===== src/rtl/decodificador_7seg_binario.sv =====
// decodificador_7seg_binario: recovers hex nibbles from a multiplexed active-low 7-segment bus.
// Define DECOD7_PUNTO_EN to also sample the decimal point (i_Punto) and report it per digit (o_Puntos).
module decodificador_7seg_binario #(
    parameter int N_DIG     = 4,
    parameter int N_ESTABLE = 4
) (
    input  logic                 i_Clk,
    input  logic                 i_Rst,
    input  logic [6:0]           i_Segmentos,
    input  logic [N_DIG-1:0]     i_Anodos,
`ifdef DECOD7_PUNTO_EN
    input  logic                 i_Punto,
    output logic [N_DIG-1:0]     o_Puntos,
`endif
    output logic [4*N_DIG-1:0]   o_Digitos,
    output logic [N_DIG-1:0]     o_Valido,
    output logic                 o_Error,
    output logic                 o_Listo
);
`ifdef DECOD7_PUNTO_EN
    localparam int W = N_DIG + 8;
    logic [W-1:0] entrada;
    assign entrada = {i_Punto, i_Anodos, i_Segmentos};
`else
    localparam int W = N_DIG + 7;
    logic [W-1:0] entrada;
    assign entrada = {i_Anodos, i_Segmentos};
`endif
    localparam logic [7:0]       MAX = 8'(N_ESTABLE);
    localparam logic [7:0]       OBJ = 8'(N_ESTABLE - 1);
    localparam logic [N_DIG-1:0] UNO = N_DIG'(1);

    // {recognised, nibble}
    function automatic logic [4:0] decodifica(input logic [6:0] s);
        case (s)
            7'b0000001: return 5'h10;
            7'b1001111: return 5'h11;
            7'b0010010: return 5'h12;
            7'b0000110: return 5'h13;
            7'b1001100: return 5'h14;
            7'b0100100: return 5'h15;
            7'b0100000: return 5'h16;
            7'b0001111: return 5'h17;
            7'b0000000: return 5'h18;
            7'b0001100: return 5'h19;
            7'b0001000: return 5'h1A;
            7'b1100000: return 5'h1B;
            7'b0110001: return 5'h1C;
            7'b1000010: return 5'h1D;
            7'b0110000: return 5'h1E;
            7'b0111000: return 5'h1F;
            default:    return 5'h00;
        endcase
    endfunction

    logic [W-1:0]     muestra;
    logic [7:0]       cuenta;
    logic             capturado;
    logic [N_DIG-1:0] mascara;
    logic [N_DIG-1:0] sel;
    logic [N_DIG-1:0] mascara_sig;
    logic             igual;
    logic             captura;
    logic             uno_activo;
    logic             varios;
    logic [4:0]       patron;

    assign sel         = ~i_Anodos;
    assign igual       = entrada == muestra;
    assign captura     = igual && cuenta == OBJ && !capturado;
    assign uno_activo  = sel != '0 && (sel & (sel - UNO)) == '0;
    assign varios      = sel != '0 && !uno_activo;
    assign patron      = decodifica(i_Segmentos);
    assign mascara_sig = mascara | sel;

    always_ff @(posedge i_Clk) begin
        if (i_Rst) begin
            muestra   <= '0;
            cuenta    <= '0;
            capturado <= 1'b0;
            mascara   <= '0;
            o_Digitos <= '0;
            o_Valido  <= '0;
            o_Error   <= 1'b0;
            o_Listo   <= 1'b0;
`ifdef DECOD7_PUNTO_EN
            o_Puntos  <= '0;
`endif
        end else begin
            muestra   <= entrada;
            cuenta    <= !igual ? 8'd0 : (cuenta == MAX ? cuenta : cuenta + 8'd1);
            capturado <= igual && (capturado || captura);
            o_Error   <= captura && (varios || (uno_activo && !patron[4]));
            o_Listo   <= captura && uno_activo && mascara_sig == '1;
            // Blank slots and multi-anode slots leave digits and frame mask alone
            if (captura && uno_activo) begin
                mascara <= mascara_sig == '1 ? '0 : mascara_sig;
                for (int i = 0; i < N_DIG; i++)
                    if (sel[i]) begin
                        o_Digitos[4*i +: 4] <= patron[4] ? patron[3:0] : 4'h0;
                        o_Valido[i]         <= patron[4];
`ifdef DECOD7_PUNTO_EN
                        o_Puntos[i]         <= ~i_Punto;
`endif
                    end
            end
        end
    end
endmodule


===== config.mk =====
export PLATFORM = sky130hd
export DESIGN_NAME = decodificador_7seg_binario
export DESIGN_NICKNAME = d
export VERILOG_FILES = /design/src/rtl/decodificador_7seg_binario.sv
export SDC_FILE = /design/constraint.sdc
export NUM_CORES = 1
export LEC_CHECK = 0
export ABC_AREA = 1
export BUFFER_PORTS_ARGS = -buffer_cell sky130_fd_sc_hd__buf_2
export CAP_MARGIN = 10
export CORE_ASPECT_RATIO = 0.8
export CORE_MARGIN = 5
export CORE_UTILIZATION = 51
export CTS_CLUSTER_SIZE = 25
export DETAILED_ROUTE_END_ITERATION = 10
export PLACE_DENSITY_LB_ADDON = 0.15
export REMOVE_ABC_BUFFERS = 1
export SYNTH_ARGS = -nofsm -noshare
export SYNTH_HDL_FRONTEND = slang
export SYNTH_SLANG_ARGS = --single-unit

===== constraint.sdc =====
create_clock -name i_Clk -period 1.6 [get_ports i_Clk]
set_input_delay 0.08 -clock i_Clk [delete_from_list [all_inputs] [get_ports i_Clk]]
set_output_delay 0.08 -clock i_Clk [all_outputs]
set_load 0.05 [all_outputs]

# After elaboration in Yosys (flattened, before gate mapping)
# Index checks and enable logic that the tools add are counted.
# classes
muxes	3
n_eq_ne	19
n_reduce_logical	22
bitwise_logic	4
addsub	2
# op_table
cell	n
one-hot mux 5 bit (16 select lines)	1
== test 7 x 6 -> 1 bit (second input constant)	5
== test 7 bit (second input constant)	4
== test 7 x 4 -> 1 bit (second input constant)	3
== test 11 bit	1
logical AND 1 bit	9
adder 8 x 1 -> 8 bit (second input constant)	1
== test 8 x 2 -> 1 bit (second input constant)	1
== test 8 x 3 -> 1 bit (second input constant)	1
two-way mux 4 bit	2
AND reduction 2 bit	4
== test 7 x 1 -> 1 bit (second input constant)	1
== test 7 x 3 -> 1 bit (second input constant)	1
== test 7 x 5 -> 1 bit (second input constant)	1
zero test 7 bit	1
AND 4 bit	1
== test 4 bit (second input constant)	1
zero test 4 bit	1
NOT 4 bit	1
OR 4 bit	1
nonzero test 4 bit	1
subtractor 4 x 1 -> 4 bit (second input constant)	1
zero test 1 bit	3
logical OR 1 bit	2
other kinds (2)	2
# word_totals
regBits	46
out_inout_bits	22

# Logic depth before layout (Yosys ltp)
# Gate-level depths: netlist of the first run.
# logic_depth
ltp_word	9
ltp_mapped	11
depth_no_buf	11

# Worst setup path after synthesis of the first run
# OpenSTA, ideal clock, no wires.
# synth_path
path_kind	reg2reg
start	reg cuenta[0]
end	reg mascara[2]
period_less_slack_ns	1.549
setup_slack_ns	0.051
setup_ns	0.114
path_stages_with_launch	11
t_arrival_ns	1.435
required_ns	1.486
cell_sequence	dfxtp_1 -> ha_1 -> inv_1 -> nor2_1 -> nand3_1 -> nor2_2 -> inv_1 -> nor2_4 -> nand2_2 -> nand2_2 -> nor2_1
# synth_between
elab_chain_len	4
# synth_rtl
item	line_no	source
start, declared	57	logic [7:0] cuenta;
start signal, assigned	91	cuenta <= !igual ? 8'd0 : (cuenta == MAX ? cuenta : cuenta + 8'd1);
== test 8 x 2 -> 1 bit	70	assign captura = igual && cuenta == OBJ && !capturado;
logical AND 1 bit (2 in a row)	70	
logical AND 1 bit	96	if (captura && uno_activo) begin
end signal, assigned	97	mascara <= mascara_sig == '1 ? '0 : mascara_sig;
end, declared	59	logic [N_DIG-1:0] mascara;
# Every way passes these cells.
# A chain may end at the register's enable or synchronous reset.

# Worst setup path in the final report of the first run
# layout_path
start	reg cuenta[6]
end	reg o_Digitos[14]
# layout_between
elab_chain_len	5
# layout_rtl
item	line_no	source
== test 8 x 2 -> 1 bit	70	
logical AND 1 bit (2 in a row)	70	
logical AND 1 bit	96	
AND reduction 2 bit (no line)	--	
end signal, assigned by index	100	o_Digitos[4*i +: 4] <= patron[4] ? patron[3:0] : 4'h0;
end, declared	15	output logic [4*N_DIG-1:0] o_Digitos,
# Every way passes these cells.

==> metrics, run 1 <==
final cell count without fillers=497; Sw Pwr=0.530 mW; crit-path cells=nor2_4 -> nand2_2 -> nor2_4 -> nand3_2 -> nor2_4 -> buf_6 -> nand4_1 -> buf_6 -> nor2_1 -> nor2_1; Crit Path Max Fanout=7; initial antenna violation count=0; Hold Worst Slack=40.5 ps; largest net degree at the start of global routing=16; I/O pins=35; layout cells sized above 1=27.7%; total track usage=18.9%; worst path bufs/invs=2; hold-fix buffers at CTS=0; final period utilization=101%; Slew headroom=81.0%; Worst EP arrival=1820 ps; CTS sink cnt=46; Reg power frac=55.4%; Worst setup EP type=flip-flop; DR vias=2,417; Finished Cell Area=3000 µm²; Post-Route WL=5.71 mm; compound-gate portion of the synthesized area=2.43%; GPL Wtd Cong=0.851; # rows=22; failing checks=negative setup slack; top cell type's share of synthesized area=38.9%; Reg2Reg Setup Slack=-20 ps; final hold violations=0; Skew-Pair Late Insertion Delay=300 ps; die area=6110 µm²; RSZ-0062 raised after global routing=yes; final worst setup slack=-16.1 ps; status=complete, but fails checks; XOR/XNOR Fraction of Synth Area=2.59%; vias in the first global route=2,100; Final setup violation count=2; internal power=1.58 mW; most used cell, CP=nor2_4; max cap viols=0; power per cell area=703 nW/µm²; H-tree depth=2; minimum clock period=1620 ps; slowest CP cell=dfxtp_2; multiplexer share of the synthesized area=0%; Placed Area=2700 µm²; Async S/R FF share, synth=0%; area grow syn2layout=26.8%; Min-Delay Path Class=primary input to flip-flop; Post-Synth Adder-Cell Area=1.06%; CTS Buf Count=5; syn_area_per_cell=6.28 µm²; Startpoint Class=flip-flop; CP delay by family, top=simple AND/OR/NAND/NOR gates; Leakage=1.54 nW; Layout Nets=451; DR pass1 iterations=4; Peak supply drop=0.572 mV; Clk pin slew, worst setup/hold paths=80 ps; Antenna diodes=0; worst path required time=1800 ps; Seq/Total Area, Yosys=38.9%; Slew Viols, Final=0; Yosys warnings=0; CTS max path bufs=2; CTS tree=yes; wire per inst=11.5 µm; Least-Margin Pin Slew=283 ps; post-synthesis simple-gate area fraction=46.2%; critical path type=flip-flop to flip-flop; area leader, netlist=dfxtp_1; FMAX=0.619 GHz; total gr overflow=0; Main synth FF type=dfxtp_1; Initial DRC Count=156; Inst Count DP=482; Clk pwr share=34.4%; Synth Instances=377; Die Span Y=70.9 µm; DP HPWL=4.23 mm; Core ar.=4540 µm²; chip width=86.2 µm; Clock Skew=5.28 ps; global-route wire length before repair=9.43 mm; Yosys cell types=20; number of synthesized flops with an enable pin=0; Yosys reg bits=46; Critical Path Max Stage Delay=350 ps; port bufs=34; largest cells by area after synthesis=dfxtp_1 (39%), nand2_1 (17%), nor2_1 (16%); CTS root buf=clkbuf_8; Initial Util=52.1%; switch share=25.1%; mapped cell area=2370 µm²; via density per instance=4.86; DRC errors left=0; Combinational Power Share=10.2%; largest family of logic cells by synthesized area=simple AND/OR/NAND/NOR gates; Detail Route Antenna Nets=0
## path summary, 6_finish.rpt
| check | end | cells after the start | from |
|---|---|---|---|
| setup / recovery | o_Digitos[14] | 10 | cuenta[6] |
| hold / removal | muestra[10] | 3 | i_Anodos[3] |
| setup reg to reg | o_Digitos[14] | 10 | cuenta[6] |
| hold reg to reg | mascara[3] | 2 | mascara[3] |
## flip-flops by register name, summed over array words and instances (netlist names)
name	flops
capturado	1
cuenta	8
mascara	4
muestra	11
o_Digitos	16
o_Error	1
o_Listo	1
o_Valido	4
## layout by cell type, fill, tap and decap left out, types with 2 or more instances in the layout
master	instances
inv_2	14
nor2_1	91
nand3_1	21
nor3_1	2
o22ai_1	2
buf_2	34
nor2_2	8
nor3b_2	2
buf_6	4
buf_4	16
a21oi_1	9
nand2_1	95
nand4_1	11
clkbuf_8	6
xnor2_1	3
nor2_4	9
dfxtp_1	39
xor2_1	3
nand2_2	14
nand4_4	2
dfxtp_2	7
inv_1	38
## Yosys cell counts (3+ instances only)
| cell type | number |
|---|---|
| a21oi_1 | 9 |
| dfxtp_1 | 46 |
| inv_1 | 45 |
| inv_2 | 7 |
| nand2_1 | 106 |
| nand2_2 | 4 |
| nand3_1 | 22 |
| nand4_1 | 11 |
| nor2_1 | 101 |
| nor2_2 | 3 |
| nor2_4 | 3 |
| xnor2_1 | 4 |
| xor2_1 | 3 |
## kinds of logic after synthesis
group / Yosys count
AND/OR/NAND/NOR: 256
buffers and inverters: 55
flip-flops: 46
AO/OA/AOI/OAI: 11
XOR/XNOR: 7
adder cells (fa/ha/maj): 2
## power by group through the flow
stage | clock, mW | sequential, mW | combinational [mW]
finish | 0.725 | 1.17 | 0.216
global route | 0.796 | 1.17 | 0.244
CTS | 0.745 | 1.17 | 0.197
detailed placement | 0 | 1.19 | 0.195
global placement | 0 | 1.19 | 0.193
floorplan | 0 | 1.19 | 0.118
## final cells by class
cell class              count  area, µm²
well taps                  60       75.1
repair buffers             54        335
flip-flops and latches     46        930
fillers                   415       1540
inverters                  52        195
clock inverters             1       5.00
clock buffers               7       86.3
multi-input cells         277       1370
## tightest hold or removal path, stage by stage
cell and delay, ps:
buf_2 110, inv_2 70, nor2_1 40
## layer usage
layer	part of all wire, %	wire, µm	global-route usage [%]
met2	42	2390	26.5
met5	0	0	0
met4	1.0	59	3.69
met3	5.4	310	4.19
met1	52	2950	29.4
## stage by stage
step / total power, mW / util (%) / setup slack (ps) / setup TNS [ps]
floorplan: 1.31 / - / 44.4 / 0
global placement: 1.39 / 59.5 / 26.1 / 0
detailed placement: 1.39 / 59.5 / -32.6 / -226
CTS: 2.11 / 61.8 / 10.6 / 0
global route: 2.21 / 66.1 / -105 / -1300
finish: 2.11 / 66.1 / -16.1 / -24.8
## repair_timing
| action | CTS | global route |
|---|---|---|
| buffers inserted | 0 | 6 |
| pin swaps | 1 | 21 |
| gates cloned | 1 | 0 |
| resized for setup | 1 | 51 |
| endpoints found under the setup margin | 12 | 35 |
No activity file was read; power rests on OpenSTA's default activity.
==> inputs of run 2 (changes only) <==
- MAX_ROUTING_LAYER: unset -> met4
==> run 2 against run 1 <==
The flow still finishes with violations (negative setup slack). Largest power group unchanged. Die area did not move. Critical path depth did not move. Fmax about the same. Hold slack better by 0.91 ps. Register-to-register slack is essentially flat. Total power is essentially flat. Critical path type unchanged. Highest routed layer unchanged. Combinational power about the same.
==> metrics, run 2 (synthesis gave the netlist of run 1 again) <==
status=complete, but fails checks; failing checks=negative setup slack; DP HPWL=4.23 mm (unchanged); # rows=22 (unchanged); total gr overflow=0 (unchanged); CTS max path bufs=2 (unchanged); most frequent cells in the layout=nand2_1 (95), nor2_1 (91), dfxtp_1 (39); initial antenna violation count=0 (unchanged); Critical Path Max Stage Delay=350 ps (about the same); WHS Path Cells=3 (unchanged); Clk pin slew, worst setup/hold paths=80 ps (about the same); Post-Route WL=5.71 mm (unchanged); Initial DRC Count=144 (-7.7%); top flop regs=o_Digitos x16, muestra x11, cuenta x8; Initial Util=52.1% (unchanged); Slew headroom=81.1% (about the same); slowest CP cell=dfxtp_2; via density per instance=4.86 (unchanged); final hold violations=0 (unchanged); Worst setup EP type=flip-flop; FMAX=0.619 GHz (about the same); Hold Worst Slack=41.4 ps (+0.914 ps); final core utilization=66.1% (unchanged); crit-path cells=nor2_4 -> nand2_2 -> nor2_4 -> nand3_2 -> nor2_4 -> buf_6 -> nand4_1 -> buf_6 -> nor2_1 -> nor2_1; area grow syn2layout=26.8% (unchanged); layout cells sized above 1=27.7% (unchanged); max cap viols=0 (unchanged); hold-fix buffers at CTS=0 (unchanged); CTS sink cnt=46 (unchanged); Slew Viols, Final=0 (unchanged); port bufs=34 (unchanged); total track usage=19.5% (+0.65 points); Layout Nets=451 (unchanged); H-tree depth=2 (unchanged); Min-Delay Path Class=primary input to flip-flop; final worst setup slack=-16.6 ps (-0.462 ps); Startpoint Class=flip-flop; Register Area=930 µm² (unchanged); DR pass1 iterations=4 (unchanged); Clock Skew=5.08 ps (-0.199 ps); Core ar.=4540 µm² (unchanged); max FFs per register=16 (unchanged); commonest non-fill, non-tap cell in the layout=nand2_1; Least-Margin Pin Slew=283 ps (-0.555 ps); worst path required time=1800 ps (about the same); Antenna diodes=0 (unchanged); multi-input logic area=1370 µm² (unchanged); power per cell area=703 nW/µm² (about the same); largest net degree at the start of global routing=16 (unchanged); Crit Path Max Fanout=7 (unchanged); Filler cells=415 (unchanged); Reg2Reg Depth=10 (unchanged); Skew-Pair Late Insertion Delay=300 ps (about the same); Detail Route Antenna Nets=0 (unchanged); CTS root buf=clkbuf_8; die area=6110 µm² (unchanged); CTS tree=yes; CP delay by family, top=simple AND/OR/NAND/NOR gates; minimum clock period=1620 ps (+0.462 ps); most used cell, CP=nor2_4; I/O pins=35 (unchanged); final period utilization=101% (about the same); Die Span Y=70.9 µm (unchanged); global-route wire length before repair=9.43 mm (unchanged); Leakage=1.54 nW (unchanged); Peak supply drop=0.572 mV (about the same); Final setup violation count=2 (unchanged); CTS Buf Count=5 (unchanged); vias in the first global route=2,099 (-0.048%); DRC errors left=0 (unchanged); GPL Wtd Cong=0.865 (+1.6%); Worst EP arrival=1820 ps (about the same); worst path bufs/invs=2 (unchanged); Reg with most FFs=o_Digitos; chip width=86.2 µm (unchanged); wire per inst=11.5 µm (unchanged); WP depth=10 (unchanged); critical path type=flip-flop to flip-flop; DR vias=2,417 (unchanged); RSZ-0062 raised after global routing=yes
run 2: cell counts in the layout (fill, tap and decap cells not counted):
Identical to the previous run, type by type.
run 2: final timing paths:
| check | from | to | slack (ps) |
|---|---|---|---|
| setup / recovery | cuenta[6] | o_Digitos[14] | -20 |
| hold / removal | i_Anodos[3] | muestra[10] | 40 |
| setup reg to reg | cuenta[6] | o_Digitos[14] | -20 |
| hold reg to reg | mascara[3] | mascara[3] | 480 |
run 2: timing repair:
action,4_1_cts,5_1_grt
gates cloned,1,0
pin swaps,1,21
buffers inserted,0,6
setup endpoints to repair,12,35
resized for setup,1,51
run 2: area by class of cell:
class / count / share of cell area (%)
Clock buffer: 7 / 2.88
Tap cell: 60 / 2.50
Clock inverter: 1 / 0.167
Timing Repair Buffer: 54 / 11.2
Multi-Input combinational cell: 277 / 45.8
Sequential cell: 46 / 31.0
Inverter: 52 / 6.51
run 2: per-stage QoR:
stage          power, mW  std cells  area (µm²)  setup slack, ps  TNS (ps)
2_1_floorplan       1.31        374        2350             44.4         0
3_3_place_gp        1.39        482        2700             26.1         0
3_5_place_dp        1.39        482        2700            -32.6      -226
4_1_cts             2.11        491        2810             10.6         0
5_1_grt             2.21        497        3000             -105     -1300
6_report            2.11        497        3000            -16.6     -25.8
run 2: power by group:
group	leakage [nW]	switching (mW)	internal, mW
Combinational	1.12	0.144	0.0712
Clock	0.0482	0.376	0.349
Sequential	0.376	0.00868	1.16
run 2: worst reg2reg max path: stages (launching register included):
cell and delay [ps]:
dfxtp_2 350, nor2_4 120, nand2_2 70, nor2_4 130, nand3_2 110, nor2_4 180, buf_6 130, nand4_1 110
buf_6 160, nor2_1 90, nor2_1 60
run 2: routing by layer:
metal / wire length [µm] / up-vias / GRT usage [%]
met5: 0 / - / -
met4: 42 / 0 / 3.69
met3: 300 / 4 / 4.31
met2: 2400 / 69 / 26.5
met1: 2970 / 1070 / 29.5
li1: - / 1274 / -
